`config.mk`:
```
export PLATFORM = sky130hd
export DESIGN_NAME = alu_exec_ctrl
export DESIGN_NICKNAME = d
export VERILOG_FILES = /design/src/rtl/alu_pkg.sv /design/src/rtl/alu_mul_iter.sv /design/src/rtl/alu_exec_ctrl.sv
export SDC_FILE = /design/constraint.sdc
export NUM_CORES = 1
export LEC_CHECK = 0
export ABC_AREA = 1
export BUFFER_PORTS_ARGS = -buffer_cell sky130_fd_sc_hd__buf_2
export CAP_MARGIN = 40
export CORE_UTILIZATION = 50
export DETAILED_ROUTE_END_ITERATION = 10
export GPL_ROUTABILITY_DRIVEN = 0
export PLACE_DENSITY = 0.74
export SETUP_SLACK_MARGIN = 0.5
export SLEW_MARGIN = 20
export SYNTH_ARGS = -nofsm -noshare
export SYNTH_HDL_FRONTEND = slang
export SYNTH_HIERARCHICAL = 1
export SYNTH_SLANG_ARGS = --single-unit
```
`constraint.sdc`:
```
create_clock -name clk -period 4.3 [get_ports clk]
set_input_delay 0.645 -clock clk [delete_from_list [all_inputs] [get_ports clk]]
set_output_delay 0.645 -clock clk [all_outputs]
set_load 0.005 [all_outputs]
```
`src/rtl/alu_pkg.sv`:
```
// Shared constants, FSM state type and the ALUOp/funct decoder for the EX-stage ALU.
package alu_pkg;

    localparam logic [1:0] ALUOP_MEM   = 2'b00;
    localparam logic [1:0] ALUOP_BEQ   = 2'b01;
    localparam logic [1:0] ALUOP_RTYPE = 2'b10;

    localparam logic [5:0] FUNCT_ADD   = 6'b100000;
    localparam logic [5:0] FUNCT_SUB   = 6'b100010;
    localparam logic [5:0] FUNCT_SLT   = 6'b101010;
    localparam logic [5:0] FUNCT_OR    = 6'b100101;
    localparam logic [5:0] FUNCT_AND   = 6'b100100;
    localparam logic [5:0] FUNCT_NOR   = 6'b100111;
    localparam logic [5:0] FUNCT_XOR   = 6'b100110;
    localparam logic [5:0] FUNCT_MULTU = 6'b011001;
    localparam logic [5:0] FUNCT_NOP   = 6'b000000;

    localparam logic [3:0] ALU_AND  = 4'b0000;
    localparam logic [3:0] ALU_OR   = 4'b0001;
    localparam logic [3:0] ALU_ADD  = 4'b0010;
    localparam logic [3:0] ALU_XOR  = 4'b0011;
    localparam logic [3:0] ALU_SUB  = 4'b0110;
    localparam logic [3:0] ALU_SLT  = 4'b0111;
    localparam logic [3:0] ALU_MUL  = 4'b1000;
    localparam logic [3:0] ALU_NOR  = 4'b1100;
    localparam logic [3:0] ALU_NONE = 4'b1111;

    typedef enum logic [1:0] {
        ST_IDLE = 2'b00,
        ST_MUL  = 2'b01,
        ST_DONE = 2'b10
    } alu_state_e;

    typedef struct packed {
        logic [3:0] ctrl;
        logic       illegal;
        logic       is_mul;
    } alu_dec_t;

    function automatic alu_dec_t alu_decode(input logic [1:0] op,
                                            input logic [5:0] funct,
                                            input logic       mul_en);
        alu_dec_t d;
        d.ctrl    = ALU_NONE;
        d.illegal = 1'b0;
        d.is_mul  = 1'b0;
        case (op)
            ALUOP_MEM: d.ctrl = ALU_ADD;
            ALUOP_BEQ: d.ctrl = ALU_SUB;
            ALUOP_RTYPE: begin
                case (funct)
                    FUNCT_ADD: d.ctrl = ALU_ADD;
                    FUNCT_SUB: d.ctrl = ALU_SUB;
                    FUNCT_SLT: d.ctrl = ALU_SLT;
                    FUNCT_OR:  d.ctrl = ALU_OR;
                    FUNCT_AND: d.ctrl = ALU_AND;
                    FUNCT_NOR: d.ctrl = ALU_NOR;
                    FUNCT_XOR: d.ctrl = ALU_XOR;
                    FUNCT_MULTU: begin
                        if (mul_en) begin
                            d.ctrl   = ALU_MUL;
                            d.is_mul = 1'b1;
                        end else begin
                            d.illegal = 1'b1;
                        end
                    end
                    FUNCT_NOP: d.ctrl = ALU_NONE;
                    default:   d.illegal = 1'b1;
                endcase
            end
            default: d.illegal = 1'b1;
        endcase
        return d;
    endfunction

endpackage

```
`src/rtl/alu_mul_iter.sv`:
```
// Iterative unsigned shift-add multiplier: the start cycle retires multiplier bit 0,
// each following cycle one more bit, so done pulses after exactly WIDTH bit steps.
module alu_mul_iter
    import alu_pkg::*;
#(
    parameter int WIDTH = 32
) (
    input  logic               clk,
    input  logic               rst_n,
    input  logic               start,
    input  logic [WIDTH-1:0]   a,
    input  logic [WIDTH-1:0]   b,
    output logic               done,
    output logic [2*WIDTH-1:0] product
);

    localparam int CW = $clog2(WIDTH);

    logic [2*WIDTH-1:0] mcand_r;
    logic [WIDTH-1:0]   mplier_r;
    logic [2*WIDTH-1:0] acc_r;
    logic [CW-1:0]      cnt_r;
    logic               busy_r;
    logic               done_r;

    // Operand latch, partial-product accumulation and bit counter.
    always_ff @(posedge clk or negedge rst_n) begin
        if (!rst_n) begin
            mcand_r  <= {(2*WIDTH){1'b0}};
            mplier_r <= {WIDTH{1'b0}};
            acc_r    <= {(2*WIDTH){1'b0}};
            cnt_r    <= {CW{1'b0}};
            busy_r   <= 1'b0;
            done_r   <= 1'b0;
        end else if (start) begin
            mcand_r  <= {{(WIDTH-1){1'b0}}, a, 1'b0};
            mplier_r <= {1'b0, b[WIDTH-1:1]};
            acc_r    <= b[0] ? {{WIDTH{1'b0}}, a} : {(2*WIDTH){1'b0}};
            cnt_r    <= CW'(1);
            busy_r   <= 1'b1;
            done_r   <= 1'b0;
        end else if (busy_r) begin
            acc_r    <= acc_r + (mplier_r[0] ? mcand_r : {(2*WIDTH){1'b0}});
            mcand_r  <= {mcand_r[2*WIDTH-2:0], 1'b0};
            mplier_r <= {1'b0, mplier_r[WIDTH-1:1]};
            cnt_r    <= cnt_r + CW'(1);
            if (cnt_r == CW'(WIDTH-1)) begin
                busy_r <= 1'b0;
                done_r <= 1'b1;
            end else begin
                busy_r <= 1'b1;
                done_r <= 1'b0;
            end
        end else begin
            done_r <= 1'b0;
        end
    end

    assign done    = done_r;
    assign product = acc_r;

endmodule

```
`src/rtl/alu_exec_ctrl.sv`:
```
// EX-stage ALU: decodes ALUOp/funct, executes, and hands a registered result
// to writeback over a valid/ready pair; MULTU runs on the iterative multiplier.
module alu_exec_ctrl
    import alu_pkg::*;
#(
    parameter int WIDTH  = 32,
    parameter bit MUL_EN = 1'b1
) (
    input  logic             clk,
    input  logic             rst_n,
    input  logic             in_valid,
    output logic             in_ready,
    input  logic [1:0]       op,
    input  logic [5:0]       funct,
    input  logic [WIDTH-1:0] a,
    input  logic [WIDTH-1:0] b,
    output logic             out_valid,
    input  logic             out_ready,
    output logic [WIDTH-1:0] result,
    output logic [WIDTH-1:0] result_hi,
    output logic             zero,
    output logic [3:0]       opout,
    output logic             illegal
);

    alu_state_e         state_r, state_s;
    alu_dec_t           dec_s;
    logic [WIDTH-1:0]   alu_res_s;
    logic               handshake_s;
    logic               load_single_s, load_mul_s;
    logic               mul_start_s, mul_done_s;
    logic [2*WIDTH-1:0] mul_prod_s;

    logic               in_ready_r, out_valid_r, zero_r, illegal_r;
    logic [WIDTH-1:0]   result_r, result_hi_r;
    logic [3:0]         opout_r;

    assign dec_s       = alu_decode(op, funct, MUL_EN);
    assign handshake_s = in_valid & in_ready_r;
    assign mul_start_s = handshake_s & dec_s.is_mul;

    // Single-cycle datapath; illegal and NOP both decode to ALU_NONE and yield zero.
    always_comb begin
        alu_res_s = {WIDTH{1'b0}};
        case (dec_s.ctrl)
            ALU_ADD: alu_res_s = a + b;
            ALU_SUB: alu_res_s = a - b;
            ALU_SLT: alu_res_s = {{(WIDTH-1){1'b0}}, ($signed(a) < $signed(b))};
            ALU_OR:  alu_res_s = a | b;
            ALU_AND: alu_res_s = a & b;
            ALU_NOR: alu_res_s = ~(a | b);
            ALU_XOR: alu_res_s = a ^ b;
            default: alu_res_s = {WIDTH{1'b0}};
        endcase
    end

    alu_mul_iter #(.WIDTH(WIDTH)) u_mul (
        .clk     (clk),
        .rst_n   (rst_n),
        .start   (mul_start_s),
        .a       (a),
        .b       (b),
        .done    (mul_done_s),
        .product (mul_prod_s)
    );

    // Next-state logic and result-capture strobes.
    always_comb begin
        state_s       = state_r;
        load_single_s = 1'b0;
        load_mul_s    = 1'b0;
        case (state_r)
            ST_IDLE: begin
                if (handshake_s) begin
                    if (dec_s.is_mul) begin
                        state_s = ST_MUL;
                    end else begin
                        state_s       = ST_DONE;
                        load_single_s = 1'b1;
                    end
                end else begin
                    state_s = ST_IDLE;
                end
            end
            ST_MUL: begin
                if (mul_done_s) begin
                    state_s    = ST_DONE;
                    load_mul_s = 1'b1;
                end else begin
                    state_s = ST_MUL;
                end
            end
            ST_DONE: begin
                if (out_ready) begin
                    state_s = ST_IDLE;
                end else begin
                    state_s = ST_DONE;
                end
            end
            default: state_s = ST_IDLE;
        endcase
    end

    // State and output registers; results hold in DONE until the consumer takes them.
    always_ff @(posedge clk or negedge rst_n) begin
        if (!rst_n) begin
            state_r     <= ST_IDLE;
            in_ready_r  <= 1'b1;
            out_valid_r <= 1'b0;
            result_r    <= {WIDTH{1'b0}};
            result_hi_r <= {WIDTH{1'b0}};
            zero_r      <= 1'b0;
            opout_r     <= 4'b0000;
            illegal_r   <= 1'b0;
        end else begin
            state_r     <= state_s;
            in_ready_r  <= (state_s == ST_IDLE);
            out_valid_r <= (state_s == ST_DONE);
            if (load_single_s) begin
                result_r    <= alu_res_s;
                result_hi_r <= {WIDTH{1'b0}};
                zero_r      <= (alu_res_s == {WIDTH{1'b0}});
                opout_r     <= dec_s.ctrl;
                illegal_r   <= dec_s.illegal;
            end else if (load_mul_s) begin
                result_r    <= mul_prod_s[WIDTH-1:0];
                result_hi_r <= mul_prod_s[2*WIDTH-1:WIDTH];
                zero_r      <= (mul_prod_s[WIDTH-1:0] == {WIDTH{1'b0}});
                opout_r     <= ALU_MUL;
                illegal_r   <= 1'b0;
            end else begin
                result_r    <= result_r;
                result_hi_r <= result_hi_r;
                zero_r      <= zero_r;
                opout_r     <= opout_r;
                illegal_r   <= illegal_r;
            end
        end
    end

    assign in_ready  = in_ready_r;
    assign out_valid = out_valid_r;
    assign result    = result_r;
    assign result_hi = result_hi_r;
    assign zero      = zero_r;
    assign opout     = opout_r;
    assign illegal   = illegal_r;

endmodule
```
# Word-level counts from Yosys, hierarchy flattened
# Index checks and enable logic that the tools add are counted.
[word_totals] ff_bits=241
[classes] reduce_logical=11 n_eq_ne=20 addsub=4 muxes=43 bitwise_logic=6 order_cmp=1
[ops] cell="$mux 64" n=5
[ops] cell="$mux 32" n=7
[ops] cell="$pmux 32 s7" n=1
[ops] cell="$add 64x64->64" n=1
[ops] cell="$logic_not 32->1" n=2
[ops] cell="$eq 6x6->1 const B" n=7
[ops] cell="$add 32x32->32" n=1
[ops] cell="$and 32x32->32" n=1
[ops] cell="$lt 32x32->1" n=1
[ops] cell="$not 32->32" n=1
[ops] cell="$or 32x32->32" n=1
[ops] cell="$pmux 4 s8" n=1
[ops] cell="$sub 32x32->32" n=1
[ops] cell="$xor 32x32->32" n=1
[ops] cell="$mux 1" n=18
[ops] cell="$pmux 4 s3" n=1
[ops] cell="$mux 5" n=2
[ops] cell="$reduce_or 9->1" n=1
[ops] cell="$eq 4x2->1 const B" n=2
[ops] cell="$eq 4x3->1 const B" n=2
[ops] cell="$mux 2" n=4
[ops] cell="$mux 4" n=2
[ops] cell="$eq 2x2->1 const B" n=3
[ops] cell="$eq 6x5->1 const B" n=1
[ops] cell="13 further kinds" n=18

# Longest topological paths before layout
[depth] word_depth=7 mapped_depth=23

# By module
# Netlist, hierarchy kept.
[modules_own_cells] module="alu_mul_iter" area_each_um2=12851.1 seq_area_each_um2=4129.0 n_inst=1 cells_each=2047
[modules_own_cells] module="alu_exec_ctrl" area_each_um2=10371.2 seq_area_each_um2=1853.0 n_inst=1 cells_each=1781

# Worst setup path before layout
# Ideal clock, no wire load.
[synth_timing] path_kind="input to register" from="input port a[9]" to="register zero_r, in the netlist zero" required_ns=4.227 path_slack_ns=1.643 path_stages=22 t_arrival_ns=2.584 path_buffers=1 path_cell_list="inv_1 -> ha_1 -> buf_2 -> nor2_1 -> inv_1 -> nor2_1 -> inv_1 -> nor2_1 -> nand2_1 -> nand2_1 -> nand2_1 -> nand2_1 -> nand2_1 -> nand2_1 -> nor2_1 -> nor2_1 -> nand2_1 -> nor2_1 -> nand4_1 -> nor2_1 -> nand2_1 -> a21oi_2"
[synth_between] elab_chain_len=5 elab_cells_between_ends=10
[synth_lines] item="start: declaration" line="alu_exec_ctrl.sv:15" rtl="input logic [WIDTH-1:0] a,"
[synth_lines] item="parallel branches: the longest is 2 deep, another holds $sub 32x32->32"
[synth_lines] item="$pmux 32 s7 (*)" line="alu_exec_ctrl.sv:45" rtl="case (dec_s.ctrl)"
[synth_lines] item="$logic_not 32->1 (*)" line="alu_exec_ctrl.sv:122" rtl="zero_r <= (alu_res_s == {WIDTH{1'b0}});"
[synth_lines] item="$mux 1 (*)" line="alu_exec_ctrl.sv:119" rtl="if (load_single_s) begin"
[synth_lines] item="end signal: assignment" line="alu_exec_ctrl.sv:122"
[synth_lines] item="end signal: assignment" line="alu_exec_ctrl.sv:128" rtl="zero_r <= (mul_prod_s[WIDTH-1:0] == {WIDTH{1'b0}});"
[synth_lines] item="end signal: assignment" line="alu_exec_ctrl.sv:134" rtl="zero_r <= zero_r;"
[synth_lines] item="end: declaration" line="alu_exec_ctrl.sv:34" rtl="logic in_ready_r, out_valid_r, zero_r, illegal_r;"
# Every way passes the cells marked *.
# A chain may end at the register's enable or synchronous reset.

# Final worst setup path
[layout_timing] from="register u_mul.mplier_r[0]" to="register u_mul.acc_r[56], in the netlist u_mul/product[56]"
[layout_between] elab_chain_len=4
[layout_lines] item="start: declaration" line="alu_mul_iter.sv:20" rtl="logic [WIDTH-1:0] mplier_r;"
[layout_lines] item="start signal: assignment" line="alu_mul_iter.sv:30" rtl="mplier_r <= {WIDTH{1'b0}};"
[layout_lines] item="start signal: assignment" line="alu_mul_iter.sv:37" rtl="mplier_r <= {1'b0, b[WIDTH-1:1]};"
[layout_lines] item="start signal: assignment" line="alu_mul_iter.sv:45" rtl="mplier_r <= {1'b0, mplier_r[WIDTH-1:1]};"
[layout_lines] item="$mux 64" line="alu_mul_iter.sv:43" rtl="acc_r <= acc_r + (mplier_r[0] ? mcand_r : {(2*WIDTH){1'b0}});"
[layout_lines] item="$add 64x64->64" line="alu_mul_iter.sv:43"
[layout_lines] item="$mux 64" line="alu_mul_iter.sv:42" rtl="end else if (busy_r) begin"
[layout_lines] item="$mux 64" line="alu_mul_iter.sv:35" rtl="end else if (start) begin"
[layout_lines] item="end signal: assignment" line="alu_mul_iter.sv:31" rtl="acc_r <= {(2*WIDTH){1'b0}};"
[layout_lines] item="end signal: assignment" line="alu_mul_iter.sv:38" rtl="acc_r <= b[0] ? {{WIDTH{1'b0}}, a} : {(2*WIDTH){1'b0}};"
[layout_lines] item="end signal: assignment" line="alu_mul_iter.sv:43"
[layout_lines] item="end: declaration" line="alu_mul_iter.sv:21" rtl="logic [2*WIDTH-1:0] acc_r;"
# No other way between the ends. The select of a mux whose other input is x is not followed.

==> run_results.csv <==
group,metric,value,unit
cells_and_area,postLayoutCoreUtil,0.559,
worst_setup_path,reg2reg_from,"u_mul/mplier_r[0]$_DFFE_PN0N_",
logic_synthesis,synth_warnings,6,
timing,drv_slew,0,
timing,period_needed,3020,ps
global_routing,track_usage,0.335,
timing,grt_setup_unrepaired,"false",
cts,cts_buffers,29,
route,first_iter_violations,2868,
worst_setup_path,critPathMaxFanout,35,
cts,clk_pin_slew_worst_paths,60,ps
cts,h-tree-depth,1,
route,ant_nets,0,
route,first_pass_iters,7,
global_routing,grt_max_degree,98,
flow_run,cap_violations,0,
cts,clockBufferDepth,3,
worst_setup_path,worstPathRequired,4760,ps
cells_and_area,design_area,25500,µm²
worst_setup_path,worst_r2r_endpoint,"u_mul/product[56]$_DFFE_PN0N_",
worst_setup_path,cp-start-kind,"flip-flop",
cells_and_area,multi_input_area,13700,µm²
power,power,10.0,mW
worst_setup_path,crit_chain,"buf_12, buf_4, nand2_1, inv_1, ha_1, nand2_1, inv_1, nand2_1, nand2_1, nand2_1, nand2_1, nand2_1, nand2_1, a21oi_1, nand3_1, nand3_1, nand2_1",
power,p_seq_frac,0.341,
timing,period_share,0.703,
power,internal_power,5.71,mW
placed_design,placed_cells,4483,
global_routing,grt_pass1_vias,23000,
worst_setup_path,slowest_delay,500,ps
logic_synthesis,synth_nets,4068,
min_path,hold_path_class,"in -> async",
route,vias,24700,
timing,finalClockSkew,28.0,ps
placed_design,place_ws,847,ps
floorplanning,core_region_area,45600,µm²
floorplanning,initial_core_util,0.510,
cells_and_area,fillCellCount,4541,
cts,numClockSinks,239,
worst_setup_path,r2r_slack,1280,ps
timing,hold_violations,0,
logic_synthesis,synthesis.area,23200,µm²
cts,tritoncts,"built",
global_routing,grt_pass1_wl,124000,µm
floorplanning,die-area,47300,µm²
cts,cts_root_buffer,"clkbuf_16",
power,power_density,393,nW/µm²
logic_synthesis,synth_seq_cells,239,
power,p_switching,4.31,mW
placed_design,port_buffers,147,
timing,worst_slack,1280,ps
cells_and_area,fin_nets,4155,
cts,postCtsSetupBuffers,0,
power,vdd_drop_max,0.350,mV
logic_synthesis,syn_inst,3828,
timing,tightest_slew,834,ps
power,power_leakage,14.9,nW
worst_setup_path,critPathMostFrequentCell,"nand2_1",
cts,cts_hold_buf,0,
worst_setup_path,worstRegToRegCells,17,
timing,setup_viol,0,
cells_and_area,area_growth,9.74,%
cells_and_area,drive_gt1_frac,0.0833,
floorplanning,ioPinCount,148,
floorplanning,core.rowCount,78,
floorplanning,fp.dieW,218,µm
timing,timing.hold.ws,101,ps
power,clockPowerShare,0.258,
route,drc,0,
placed_design,placed_area,24400,µm²
power,netSwitchingFraction,0.430,
cts,ctsResizeCount,0,
run_status,status,"finished clean",
power,p_comb_frac,0.401,
cts,clock_latency,590,ps
timing,fmax,331,MHz
route,wl_per_cell,17.6,µm
logic_synthesis,seq_area_frac_synth,0.258,
route,wirelength,79800,µm
route,via_per_inst,5.44,
cells_and_area,fin_cells,4543,
global_routing,antenna_found_initial,6,
timing,fin_setup_tns,0,ps
placed_design,dpl.hpwl,63100,µm
worst_setup_path,cpMaxStageDelayCell,"dfrtp_2",
cells_and_area,ff_latch_area,5980,µm²
worst_setup_path,endpoint_kind,"flip-flop",
timing,slew_headroom,0.444,
logic_synthesis,yosys.cell_types.count,50,
global_routing,globalRouteOverflowTotal,0,
logic_synthesis,avgSynthCellArea,6.07,µm²
worst_setup_path,cp.arrival,3480,ps
floorplanning,die_h,218,µm
worst_setup_path,crit_type,"reg -> reg",
==> power by group through the flow <==
stage	clock network [mW]	logic [mW]	registers, mW
CTS	2.61	3.92	3.40
finish	2.58	4.02	3.42
global route	2.69	4.42	3.47
floorplan	0	2.67	3.22
global placement	0	3.77	3.48
detailed placement	0	3.90	3.43
==> per-layer routing <==
layer  wire length (µm)  share of wire  global-route usage
met5                  0              0                   0
met4               5320          0.067               0.203
met3               7150          0.090              0.0494
met2              35200           0.44               0.533
met1              32100           0.40               0.428
==> how the worst max path moves through the flow <==
| stage | from | to | slack (ps) | depth (start not counted) |
|---|---|---|---|---|
| 5_1_grt | a[27] | zero$_DFFE_PN0P_ | 1050 | 20 |
| 4_1_cts | u_mul/mplier_r[0]$_DFFE_PN0N_ | u_mul/product[56]$_DFFE_PN0N_ | 1360 | 17 |
| 3_5_place_dp | b[0] | zero$_DFFE_PN0P_ | 850 | 19 |
| 6_report | u_mul/mplier_r[0]$_DFFE_PN0N_ | u_mul/product[56]$_DFFE_PN0N_ | 1280 | 17 |
| 2_1_floorplan | a[9] | zero$_DFFE_PN0P_ | 1640 | 22 |
| 3_3_place_gp | b[0] | zero$_DFFE_PN0P_ | 880 | 19 |
==> state kept, by name (all words and copies together) (netlist names) <==
signal	cells
result_hi	32
u_mul/cnt_r	5
in_ready	1
u_mul/done	1
u_mul/mplier_r	31
state_r	2
illegal	1
zero	1
u_mul/busy_r	1
result	32
out_valid	1
opout	4
u_mul/product	64
u_mul/mcand_r	63
==> area by class of cell <==
| cell class | instances | area share |
|---|---|---|
| multi-input cells | 2669 | 0.538 |
| flip-flops and latches | 239 | 0.235 |
| inverters | 803 | 0.118 |
| repair buffers | 173 | 0.0397 |
| clock buffers | 41 | 0.0326 |
| well taps | 600 | 0.0295 |
| clock inverters | 12 | 0.00658 |
| diodes | 6 | 0.000589 |
==> cells by family after synthesis <==
family,Yosys count,share of synthesized area
xor gates and xnor gates,44,0.0166
DFF,239,0.258
buffers and inverters,920,0.153
adders and majority gates,164,0.0893
and+or+nand+nor,2041,0.366
AOI/OAI and AO/OA,420,0.117
==> synth_stat cells, drive strengths merged <==
master,n,share of area
nand2,1366,0.22
inv,801,0.13
nor2,325,0.056
nand3,245,0.056
dfrtp,238,0.26
ha,161,0.087
a21oi,123,0.027
o21ai,101,0.022
o221ai,65,0.025
clkbuf,61,0.0099
buf,56,0.013
o22ai,35,0.0094
a32o,33,0.014
nor3,29,0.0089
o211ai,26,0.0084
xor2,26,0.0098
nand4,24,0.0067
o21bai,22,0.0071
or2,22,0.0059
xnor2,18,0.0068
nand3b,15,0.0048
nor4,11,0.0035
a22oi,4,0.0013
a2bb2oi,4,0.0015
a31oi,4,0.0011
and2,3,0.00081
fa,3,0.0026
a22o,2,0.00075
clkinv,2,0.00032
and3,1,0.00027
dfstp,1,0.0011
o31ai,1,0.00032
==> critical path: cells and delay by family (launching register included) <==
family          cells  cell delay (ps)
compound gates      1              340
fa+ha+maj           1              280
buf+inv             4              690
flops               1              500
simple gates       11             1050
==> placed cells by master (no fill, tap or decap), types with 18 or more instances in the layout <==
cell type | netlist | final
nand4_1 | 23 | 23
a32o_1 | 33 | 33
o211ai_1 | 26 | 26
o22ai_1 | 35 | 35
xor2_1 | 26 | 26
a21oi_1 | 122 | 122
nor2_2 | 20 | 19
clkbuf_16 | 0 | 29
o21ai_0 | 87 | 87
nor2_1 | 301 | 299
o21bai_1 | 22 | 22
o221ai_1 | 65 | 65
dfrtp_1 | 238 | 236
buf_4 | 7 | 21
nand3_1 | 232 | 232
inv_1 | 790 | 790
nor3_1 | 19 | 19
xnor2_1 | 18 | 18
buf_2 | 34 | 146
or2_2 | 21 | 21
ha_1 | 161 | 161
nand2_1 | 1348 | 1348
(Power assumes the default switching activity.)
